<file path="config.mk">
export PLATFORM = sky130hd
export DESIGN_NAME = uart_image_loader
export DESIGN_NICKNAME = d
export VERILOG_FILES = /design/src/rtl/uart_image_loader.sv
export SDC_FILE = /design/constraint.sdc
export NUM_CORES = 1
export LEC_CHECK = 0
export BUFFER_PORTS_ARGS = -buffer_cell sky130_fd_sc_hd__buf_4
export CAP_MARGIN = 0
export CORE_ASPECT_RATIO = 1.2
export CORE_MARGIN = 5
export CORE_UTILIZATION = 45
export DETAILED_ROUTE_END_ITERATION = 8
export SYNTH_ARGS = -nofsm -noshare
export SYNTH_HDL_FRONTEND = slang
export SYNTH_SLANG_ARGS = --single-unit
</file>
<file path="constraint.sdc">
create_clock -name clk -period 4.23 [get_ports clk]
set_input_delay 1.0575 -clock clk [delete_from_list [all_inputs] [get_ports clk]]
set_output_delay 1.0575 -clock clk [all_outputs]
set_load 0.02 [all_outputs]
</file>
<file path="src/rtl/uart_image_loader.sv">
// rtl/uart_image_loader.sv - unpacks UART bytes into single-bit writes for the SNN input-spike memory
module uart_image_loader #(
  parameter int NUM_BITS    = 784,
  parameter int ADDR_W      = 10,
  parameter int TIMEOUT_CYC = 5000000
) (
  input  logic              clk,
  input  logic              rst_n,
  input  logic              rx_rdy,
  input  logic [7:0]        rx_data,
  output logic              wr_en,
  output logic [ADDR_W-1:0] wr_addr,
  output logic              wr_data,
  output logic              img_rdy,
  input  logic              img_ack,
  output logic              busy,
  output logic              overrun,
  output logic              frame_err
);

  localparam int                TO_W      = $clog2(TIMEOUT_CYC + 1);
  localparam logic [ADDR_W-1:0] LAST_ADDR = ADDR_W'(NUM_BITS - 1);
  localparam logic [TO_W-1:0]   TO_LAST   = TO_W'(TIMEOUT_CYC - 1);

  typedef enum logic [1:0] {
    S_IDLE  = 2'd0,
    S_SHIFT = 2'd1,
    S_HOLD  = 2'd2
  } state_t;

  state_t          state;
  state_t          state_nxt;
  logic [7:0]      shreg;
  logic [7:0]      hold_buf;
  logic            buf_full;
  logic [2:0]      bit_cnt;
  logic [6:0]      byte_cnt;
  logic [TO_W-1:0] to_cnt;

  logic last_bit;
  logic last_pix;
  logic load_next;
  logic to_run;
  logic to_hit;

  // event decode shared by the FSM and the datapath
  always_comb begin
    last_bit  = (state == S_SHIFT) && (bit_cnt == 3'd7);
    last_pix  = last_bit && (wr_addr == LAST_ADDR);
    // shreg takes the next byte: end of a non-final byte, or frame handed off
    load_next = (last_bit && !last_pix) || ((state == S_HOLD) && img_ack);
    // an arriving byte always wins over the timeout
    to_run    = (state == S_IDLE) && (byte_cnt != 7'd0) && !rx_rdy;
    to_hit    = to_run && (to_cnt == TO_LAST);
  end

  // state register
  always_ff @(posedge clk) begin
    if (!rst_n) begin
      state <= S_IDLE;
    end else begin
      state <= state_nxt;
    end
  end

  // next-state logic
  always_comb begin
    state_nxt = state;
    case (state)
      S_IDLE: begin
        if (rx_rdy) state_nxt = S_SHIFT;
      end
      S_SHIFT: begin
        if (last_pix) begin
          state_nxt = S_HOLD;
        end else if (last_bit) begin
          state_nxt = (buf_full || rx_rdy) ? S_SHIFT : S_IDLE;
        end
      end
      S_HOLD: begin
        if (img_ack) state_nxt = (buf_full || rx_rdy) ? S_SHIFT : S_IDLE;
      end
      default: state_nxt = S_IDLE;
    endcase
  end

  // output decode
  always_comb begin
    wr_en   = 1'b0;
    wr_data = 1'b0;
    img_rdy = 1'b0;
    busy    = buf_full;
    case (state)
      S_SHIFT: begin
        wr_en   = 1'b1;
        wr_data = shreg[bit_cnt];
        busy    = 1'b1;
      end
      S_HOLD: begin
        img_rdy = 1'b1;
        busy    = 1'b1;
      end
      default: ;
    endcase
  end

  // datapath: shift register, holding buffer, address/byte counters, timeout and sticky flags
  always_ff @(posedge clk) begin
    if (!rst_n) begin
      shreg     <= '0;
      hold_buf  <= '0;
      buf_full  <= 1'b0;
      bit_cnt   <= '0;
      byte_cnt  <= '0;
      wr_addr   <= '0;
      to_cnt    <= '0;
      overrun   <= 1'b0;
      frame_err <= 1'b0;
    end else begin
      frame_err <= 1'b0;
      if (rx_rdy) to_cnt <= '0;

      case (state)
        S_IDLE: begin
          if (rx_rdy) begin
            shreg <= rx_data;
          end else if (to_hit) begin
            // drop the partial frame; memory keeps whatever was written
            frame_err <= 1'b1;
            wr_addr   <= '0;
            byte_cnt  <= '0;
            to_cnt    <= '0;
          end else if (to_run) begin
            to_cnt <= to_cnt + TO_W'(1);
          end
        end
        S_SHIFT: begin
          bit_cnt <= bit_cnt + 3'd1;
          // park on the last address while the frame waits for its ack
          if (!last_pix) wr_addr <= wr_addr + ADDR_W'(1);
          if (last_bit) byte_cnt <= byte_cnt + 7'd1;
        end
        S_HOLD: begin
          if (img_ack) begin
            wr_addr  <= '0;
            byte_cnt <= '0;
          end
        end
        default: ;
      endcase

      // holding buffer: one byte of look-ahead while shifting or holding a frame
      if (state != S_IDLE) begin
        if (load_next && buf_full) begin
          shreg    <= hold_buf;
          buf_full <= 1'b0;
          if (rx_rdy) overrun <= 1'b1;
        end else if (load_next && rx_rdy) begin
          shreg <= rx_data;
        end else if (rx_rdy) begin
          if (buf_full) begin
            overrun <= 1'b1;
          end else begin
            hold_buf <= rx_data;
            buf_full <= 1'b1;
          end
        end
      end
    end
  end

endmodule

</file>
==> results of run 1 <==
## cell families (layout without fill, tap and decap cells)
family / Yosys count / after routing / share of synthesized area
AO/OA/AOI/OAI: 98 / 98 / 0.204
AND/OR/NAND/NOR: 177 / 177 / 0.288
buffers and inverters: 28 / 58 / 0.0330
XOR/XNOR: 7 / 7 / 0.0177
adder cells (fa/ha/maj): 10 / 10 / 0.0362
flip-flops: 64 / 64 / 0.371
multiplexers: 15 / 15 / 0.0511
## through the flow
stage               utilization  std cells  cell area (sq um)  setup slack, ns
global placement          0.491        505               3720             1.32
CTS                       0.516        521               3910             1.36
finish                    0.516        521               3910             1.39
global route              0.516        521               3910             1.26
detailed placement        0.491        505               3720             1.27
floorplan                     -        399               3450             1.56
## metal layers
| metal | track usage | vias to the layer above |
|---|---|---|
| met2 | 0.305 | 48 |
| met3 | 0.0495 | 10 |
| met4 | 0.0553 | 0 |
| met5 | 0 | - |
| met1 | 0.210 | 1446 |
| li1 | - | 1514 |
## cell usage in the layout (no fill, tap or decap), drive strengths merged, types with 4 or more instances in the layout
cell type	Yosys	layout
dfxtp	64	64
nor2	44	44
nand2	38	38
o21ai	29	29
buf	3	28
a21oi	22	22
nand3	20	20
inv	13	13
mux2i	12	12
ha	10	10
clkbuf	11	10
and3	8	8
o221a	8	8
nand4	8	8
nor4	8	8
nor2b	7	7
a31oi	7	7
or3	7	7
nor3	6	6
or2	5	5
and2	5	5
nand2b	5	5
a211o	4	4
o211ai	4	4
a211oi	4	4
xor2	4	4
clkinv	1	4
## worst paths after layout
check                   from  slack (ns)     endpoint
hold / removal    to_cnt[18]        0.48   to_cnt[18]
setup / recovery    state[0]        1.39      wr_data
setup reg to reg    state[0]        1.51  byte_cnt[6]
hold reg to reg   to_cnt[18]        0.48   to_cnt[18]
## report_power, final
group          internal [mW]  switching (mW)
clock network          0.269           0.245
logic                 0.0830           0.122
registers              0.624          0.0173
total                  0.976           0.384
## cell type report
| type | instances | area [sq um] |
|---|---|---|
| Sequential cell | 64 | 1280 |
| Clock inverter | 6 | 60.1 |
| Multi-Input combinational cell | 307 | 2060 |
| Fill cell | 740 | 3670 |
| Inverter | 14 | 52.6 |
| Tap cell | 92 | 115 |
| Clock buffer | 10 | 128 |
| Timing Repair Buffer | 28 | 210 |
## sequential cells by signal, indices dropped and copies added, names as in the netlist
signal and count:
to_cnt 23, wr_addr 10, hold_buf 8, shreg 8, byte_cnt 7, bit_cnt 3
state 2, buf_full 1, frame_err 1, overrun 1
## critical path, cell delays in order (launching register included)
cell and delay [ns]:
dfxtp_1 0.39, ha_1 0.66, nor2b_1 0.22, buf_4 0.16
==> impl_metrics.ini, run 1 <==
[routing]
wl_per_cell_um = 15.7
wirelength_um = 8200
drt-pass1-iter-count = 4
drt_iter0_markers = 164
drtAntennaViolNets = 0
detail_route.vias_per_cell = 5.79
met1_length_um = 3730
met2_length_um = 4090
drc = 0
highest_layer = met4
dr_wl_met3_um = 248
vias = 3018

[run]
drv_cap = 0

[sta]
hold_viol_final = 0
setup-violations-final = 0
fin_hold_ws_ns = 0.478
maxSlewViolCount = 0
tightest_slew_ns = 0.717
tns_ns = 0
period_minus_slack_ns = 2.84
fmax_mhz = 352
relSlewSlack = 0.516
fin_skew_ns = 0.00768
finalCritPeriodShare = 0.671
rsz0062_at_grt = no

[yosys]
yosysWarningCount = 0
synth_common_cells = dfxtp_1, nor2_1, nand2_1, o21ai_0, a21oi_1
synth_top_area_cell = dfxtp_1
synthArstFlopShare = 0
yosys-top-cells-area = dfxtp_1, nor2_1, nand2_1
syn_area_sq_mm = 0.00345
synth_edf_count = 0
synth_top_area_frac = 0.371
synth.net_count = 421
synth_seq_cells = 64
yosysUniqueCellTypes = 69
avgSynthCellArea_sq_um = 8.66
ys.flop_type = dfxtp_1
ys_seq_area_frac = 0.371
synthCells = 399
yosysMostFrequentCell = dfxtp_1

[grt]
grt_max_degree = 24
grt_pass1_vias = 2906
gr-total-overflow = 0
grt_pass1_wl_um = 13900
antenna_found_initial = 0
grt_usage = 0.176

[clock_network]
ctsHtreeMaxLevel = 3
clock_path_buffers = 2
clk_pin_slew_ns = 0.08
post_cts_buffers = 0
tritoncts = yes
cts_sinks = 64
holdBufCountCts = 0
cts_buffers = 9
postCtsResizedCells = 0
clk_latency_ns = 0.35
clockRootBuffer = clkbuf_8

[pwr]
ir_drop_mv = 0.260
power_density_mw_per_mm2 = 348
total_power_mw = 1.36
leakage_nw = 1.59

[floorplanning]
die_height_um = 106
dieArea_sq_mm = 0.00954
die_w_um = 90.0
rows = 35
start_util = 0.456
core_sq_mm = 0.00758
pin_count = 28

[setup_path]
worstPathArrival_ns = 1.78
crit_required_ns = 3.17
critical_path_peak_fanout = 18
worst_setup_path_start_kind = flip-flop
critical_path_class = reg -> out
crit_path_end_kind = output port
ff2ff_path_depth = 8

[finish]
syn_to_final_growth_pct = 13.1
drive_gt1_frac = 0.184
diodes = 0
nNetsFinal = 446

[place]
port-buffer-count = 27
place_congestion = 0.839
dp_hpwl_um = 5890

[outcome]
status = finished clean

[worst_hold_path]
whs_path_depth = 1
min_path_type = reg -> reg
Power figures use the tool's default switching activity.
==> run 2: changes to the inputs <==
==> constraint.sdc (replaced) <==
create_clock -name clk -period 2.9 [get_ports clk]
set_input_delay 0.725 -clock clk [delete_from_list [all_inputs] [get_ports clk]]
set_output_delay 0.725 -clock clk [all_outputs]
set_load 0.02 [all_outputs]
==> run 2 against run 1 <==
  * Flip-flop and latch count stayed put
  * Utilization grew 1.0 points
  * Cell count rose by 1.2%
  * Power increased by 55%
  * Clock power increased by 68%
  * Setup slack got worse by 0.98 ns
  * Wire length grew 2.0%
  * Clock skew grew 0.0019 ns
  * Count of clock-buffer cells in the layout decreased by 1
  * Global-route usage increased by 0.50 points
  * Non-clock buffer count increased by 6
  * Critical endpoint is now byte_cnt[4]
==> impl_metrics.ini, run 2 (synthesized netlist as in run 1, its figures left out) <==
[outcome]
status = finished clean

[finish]
nNetsFinal = 452
mostFrequentLayoutCell = dfxtp_1
drive_gt1_frac = 0.198
largest_reg_flops = 23
syn_to_final_growth_pct = 15.3
layout_common_cells = dfxtp_1, nor2_1, nand2_1, buf_4, o21ai_0
diodes = 0
fillCellCount = 694
fin_cells = 527
reg.largest.list = to_cnt (23), wr_addr (10)
top_register = to_cnt

[sta]
fmax_mhz = 401
tightest_slew_ns = 0.615
setup-violations-final = 0
finalCritPeriodShare = 0.860
hold_viol_final = 0
rsz0062_at_grt = no
maxSlewViolCount = 0
tns_ns = 0
fin_skew_ns = 0.00956
period_minus_slack_ns = 2.49
relSlewSlack = 0.588

[routing]
drt-pass1-iter-count = 5
drt_iter0_markers = 171
wl_per_cell_um = 15.9
wirelength_um = 8360
drtAntennaViolNets = 0
drc = 0
vias = 3086
detail_route.vias_per_cell = 5.86

[pwr]
leakage_nw = 1.64
ir_drop_mv = 0.271
power_density_mw_per_mm2 = 529

[floorplanning]
die_w_um = 90.0
pin_count = 28
start_util = 0.456
die_height_um = 106
rows = 35
core_sq_mm = 0.00758
dieArea_sq_mm = 0.00954

[setup_path]
cpLargestDelayFamily = compound AO/OA/AOI/OAI gates
ff2ff_path_depth = 8
slowest_stage = o41ai_4
r2r-end = byte_cnt[4]
critPathBufInv = 1
crit_path_end_kind = flip-flop
r2r_slack_ns = 0.41
critical_path_class = reg -> reg
r2r_start = state[1]
worstPathArrival_ns = 2.70
critical_path_peak_fanout = 9
worstPathCellList = inv_1 -> ha_1 -> nand2b_4 -> a21o_4 -> o41ai_4 -> nand2_2 -> o21ai_1 -> nor2_1
max_stage_delay_ns = 0.45
worst_setup_path_start_kind = flip-flop
crit_required_ns = 3.11

[clock_network]
postCtsResizedCells = 0
tritoncts = yes
clk_latency_ns = 0.35
ctsHtreeMaxLevel = 3
cts_sinks = 64
cts_buffers = 9
holdBufCountCts = 0
clock_path_buffers = 2
clk_pin_slew_ns = 0.08
post_cts_buffers = 0
clockRootBuffer = clkbuf_8

[worst_hold_path]
min_to = to_cnt[18]
whs_path_depth = 1
holdCritStartpoint = to_cnt[18]
min_path_type = reg -> reg

[place]
place_congestion = 0.886
port-buffer-count = 27
dp_cells = 511
dp_hpwl_um = 6100

[grt]
grt_max_degree = 24
gr-total-overflow = 0
grt_pass1_vias = 3028
grt_pass1_wl_um = 14300
antenna_found_initial = 0
grt_usage = 0.181

[run]
drv_cap = 0
## run 2: cell count changes in the layout (fill, tap and decap cells not counted), sizes merged
cell,change
clkbuf,-1
clkinvlp,-1
bufinv,+1
buf,+6
inv,+1
## run 2: area by class of cell
class / instances / area, sq um / area share
Timing Repair Buffer: 34 / 255 / 0.0641
Clock inverter: 7 / 95.1 / 0.0239
Multi-Input combinational cell: 307 / 2060 / 0.517
Sequential cell: 64 / 1280 / 0.322
Clock buffer: 9 / 124 / 0.0311
Tap cell: 92 / 115 / 0.0289
Inverter: 14 / 52.6 / 0.0132
## run 2: worst register-to-register path, stage by stage, from the launching register on
cell and delay, ns:
dfxtp_1 0.35, inv_1 0.09, ha_1 0.38, nand2b_4 0.11, a21o_4 0.24, o41ai_4 0.45
nand2_2 0.18, o21ai_1 0.45, nor2_1 0.11
## run 2: per-layer routing
layer | vias up | wire length (um) | GRT usage
met5 | - | 0 | 0
met4 | 0 | 119 | 0.0617
met3 | 12 | 291 | 0.0410
met2 | 56 | 4220 | 0.315
met1 | 1488 | 3730 | 0.220
li1 | 1530 | - | -
## run 2: worst max-delay path by stage
stage             start           to  depth (start not counted)
6_report       state[1]  byte_cnt[4]                          8
5_1_grt        state[1]  byte_cnt[6]                          8
4_1_cts        state[1]  byte_cnt[4]                          8
3_5_place_dp     rx_rdy  byte_cnt[6]                          7
3_3_place_gp     rx_rdy  byte_cnt[4]                          7
2_1_floorplan    rx_rdy  byte_cnt[3]                          7
## run 2: power by group
part	leakage (nW)	internal (mW)	switching, mW
clock network	0.110	0.485	0.376
logic	1.01	0.131	0.181
registers	0.519	0.910	0.0246
total	1.64	1.53	0.582
## run 2: metrics by stage
step	setup WS (ns)	total power, mW	hold slack (ns)	util	cell area [sq um]
finish	0.407	2.11	0.485	0.526	3980
global placement	0.362	1.26	0.456	0.497	3760
detailed placement	0.288	1.27	0.465	0.497	3760
floorplan	0.562	1.17	0.429	-	3450
CTS	0.395	2.13	0.479	0.526	3980
global route	0.114	2.21	0.500	0.526	3980
==> run 3: changes to the inputs <==
--- a/config.mk
+++ b/config.mk
@@ -11,6 +11,7 @@
 export CORE_MARGIN = 5
 export CORE_UTILIZATION = 45
 export DETAILED_ROUTE_END_ITERATION = 8
+export PLACE_DENSITY = 0.72
 export SYNTH_ARGS = -nofsm -noshare
 export SYNTH_HDL_FRONTEND = slang
 export SYNTH_SLANG_ARGS = --single-unit
==> run 3 against run 2 <==
  * Fmax up 3.0%
  * First-iteration DRC count up 15%
  * Sequential share of layout area down 0.22 points
  * Wire length down 2.8%
  * Clock power up 12%
  * Sequential power about the same
  * Register-to-register slack better by 0.07 ns
  * Flip-flop and latch count unchanged
  * Critical path depth down 4
  * Non-clock buffer count down 1
  * Largest power group is now clock
==> impl_metrics.ini, run 3 (synthesized netlist as in run 1, its figures left out) <==
[setup_path]
cpLargestDelayFamily = multiplexers
r2r_start = state[0]
crit_path_end_kind = output port
slowest_stage = mux4_2
max_stage_delay_ns = 0.53
critical_path_class = reg -> out
crit_path_end = wr_data
cp_num_cells = 4
r2r_slack_ns = 0.48
critical_path_peak_fanout = 4
ff2ff_path_depth = 8
worstPathArrival_ns = 1.70
crit_required_ns = 2.17
worstPathCellList = mux4_2 -> mux2i_1 -> nor2b_1 -> buf_4
critPathBufInv = 1
r2r-end = byte_cnt[6]
worst_setup_path_start_kind = flip-flop
crit_start = bit_cnt[0]

[routing]
met1_length_um = 3480
drt-pass1-iter-count = 4
met2_length_um = 4140
dr_wl_met3_um = 381
drtAntennaViolNets = 0
drt_iter0_markers = 196
wl_per_cell_um = 15.4
highest_layer = met4
wirelength_um = 8120
drc = 0
detail_route.vias_per_cell = 5.85
vias = 3075

[pwr]
power_density_mw_per_mm2 = 552
leakage_nw = 1.65
ir_drop_mv = 0.325
total_power_mw = 2.21

[sta]
maxSlewViolCount = 0
fin_skew_ns = 0.0117
fin_hold_ws_ns = 0.493
finalCritPeriodShare = 0.835
tightest_slew_ns = 0.635
rsz0062_at_grt = no
setup-violations-final = 0
fmax_mhz = 413
hold_viol_final = 0
relSlewSlack = 0.575
tns_ns = 0
period_minus_slack_ns = 2.42

[finish]
largest_reg_flops = 23
top_register = to_cnt
fin_area_sq_mm = 0.00401
fillCellCount = 713
drive_gt1_frac = 0.196
reg.largest.list = to_cnt (23), wr_addr (10)
syn_to_final_growth_pct = 16.1
nNetsFinal = 451
layout_common_cells = dfxtp_1, nor2_1, nand2_1, buf_4, o21ai_0
diodes = 0
mostFrequentLayoutCell = dfxtp_1

[clock_network]
clock_path_buffers = 2
clockRootBuffer = clkbuf_8
post_cts_buffers = 0
ctsHtreeMaxLevel = 3
cts_sinks = 64
clk_pin_slew_ns = 0.08
tritoncts = yes
cts_buffers = 9
clk_latency_ns = 0.34
holdBufCountCts = 0
postCtsResizedCells = 0

[grt]
gr-total-overflow = 0
grt_max_degree = 24
grt_pass1_wl_um = 13800
grt_pass1_vias = 2967
antenna_found_initial = 0
grt_usage = 0.172

[place]
port-buffer-count = 27
dp_hpwl_um = 5960
place_congestion = 0.897
dpl_cell_area_sq_mm = 0.00376

[run]
drv_cap = 0

[floorplanning]
die_w_um = 90.0
die_height_um = 106
pin_count = 28
dieArea_sq_mm = 0.00954
rows = 35
start_util = 0.456
core_sq_mm = 0.00758

[outcome]
status = finished clean

[worst_hold_path]
min_path_type = reg -> reg
[run 3: cell count changes in the layout (fill, tap and decap cells not counted)]
cell / change
clkbuf_8: +2
buf_4: -1
clkinv_4: -1
inv_6: -1
clkinv_2: -1
bufinv_16: +1
[run 3: how the worst min path moves through the flow]
| stage | startpoint | to | slack [ns] | depth (start not counted) |
|---|---|---|---|---|
| after floorplan | to_cnt[18] | to_cnt[18] | 0.43 | 1 |
| after global placement | to_cnt[18] | to_cnt[18] | 0.44 | 1 |
| after detailed placement | to_cnt[22] | to_cnt[22] | 0.47 | 1 |
| after CTS | to_cnt[22] | to_cnt[22] | 0.48 | 1 |
| after global routing | to_cnt[22] | to_cnt[22] | 0.50 | 1 |
| final | to_cnt[22] | to_cnt[22] | 0.49 | 1 |
[run 3: through the flow]
| stage | util | std cells | worst slack, ns |
|---|---|---|---|
| 2_1_floorplan | - | 399 | 0.562 |
| 3_3_place_gp | 0.496 | 510 | 0.351 |
| 3_5_place_dp | 0.496 | 510 | 0.300 |
| 4_1_cts | 0.529 | 526 | 0.452 |
| 5_1_grt | 0.529 | 526 | 0.246 |
| 6_report | 0.529 | 526 | 0.479 |
[run 3: layout make-up]
class | count | area [sq um] | share of cell area
multi-input combinational | 307 | 2060 | 0.514
sequential | 64 | 1280 | 0.320
clock inverter | 5 | 103 | 0.0256
timing repair buffer | 33 | 248 | 0.0618
inverter | 14 | 52.6 | 0.0131
tap | 92 | 115 | 0.0287
clock buffer | 11 | 151 | 0.0378
[run 3: metal layers]
metal	global-route usage	up-vias
li1	-	1528
met1	0.203	1460
met2	0.312	75
met3	0.0368	12
met4	0.0511	0
met5	0	-
[run 3: where the power goes]
part	total [mW]	leakage (nW)	internal, mW	switching (mW)
clock network	0.969	0.126	0.617	0.353
registers	0.937	0.519	0.910	0.0269
logic	0.309	1.01	0.130	0.178
total	2.21	1.65	1.66	0.558
[run 3: worst reg2reg max path, stage by stage (launching register included)]
cell      delay (ns)
dfxtp_1         0.39
inv_1           0.08
ha_1            0.32
and2_1          0.29
nand2b_1        0.22
nor3b_2         0.30
nand2_2         0.18
o21ai_1         0.41
nor2_1          0.10
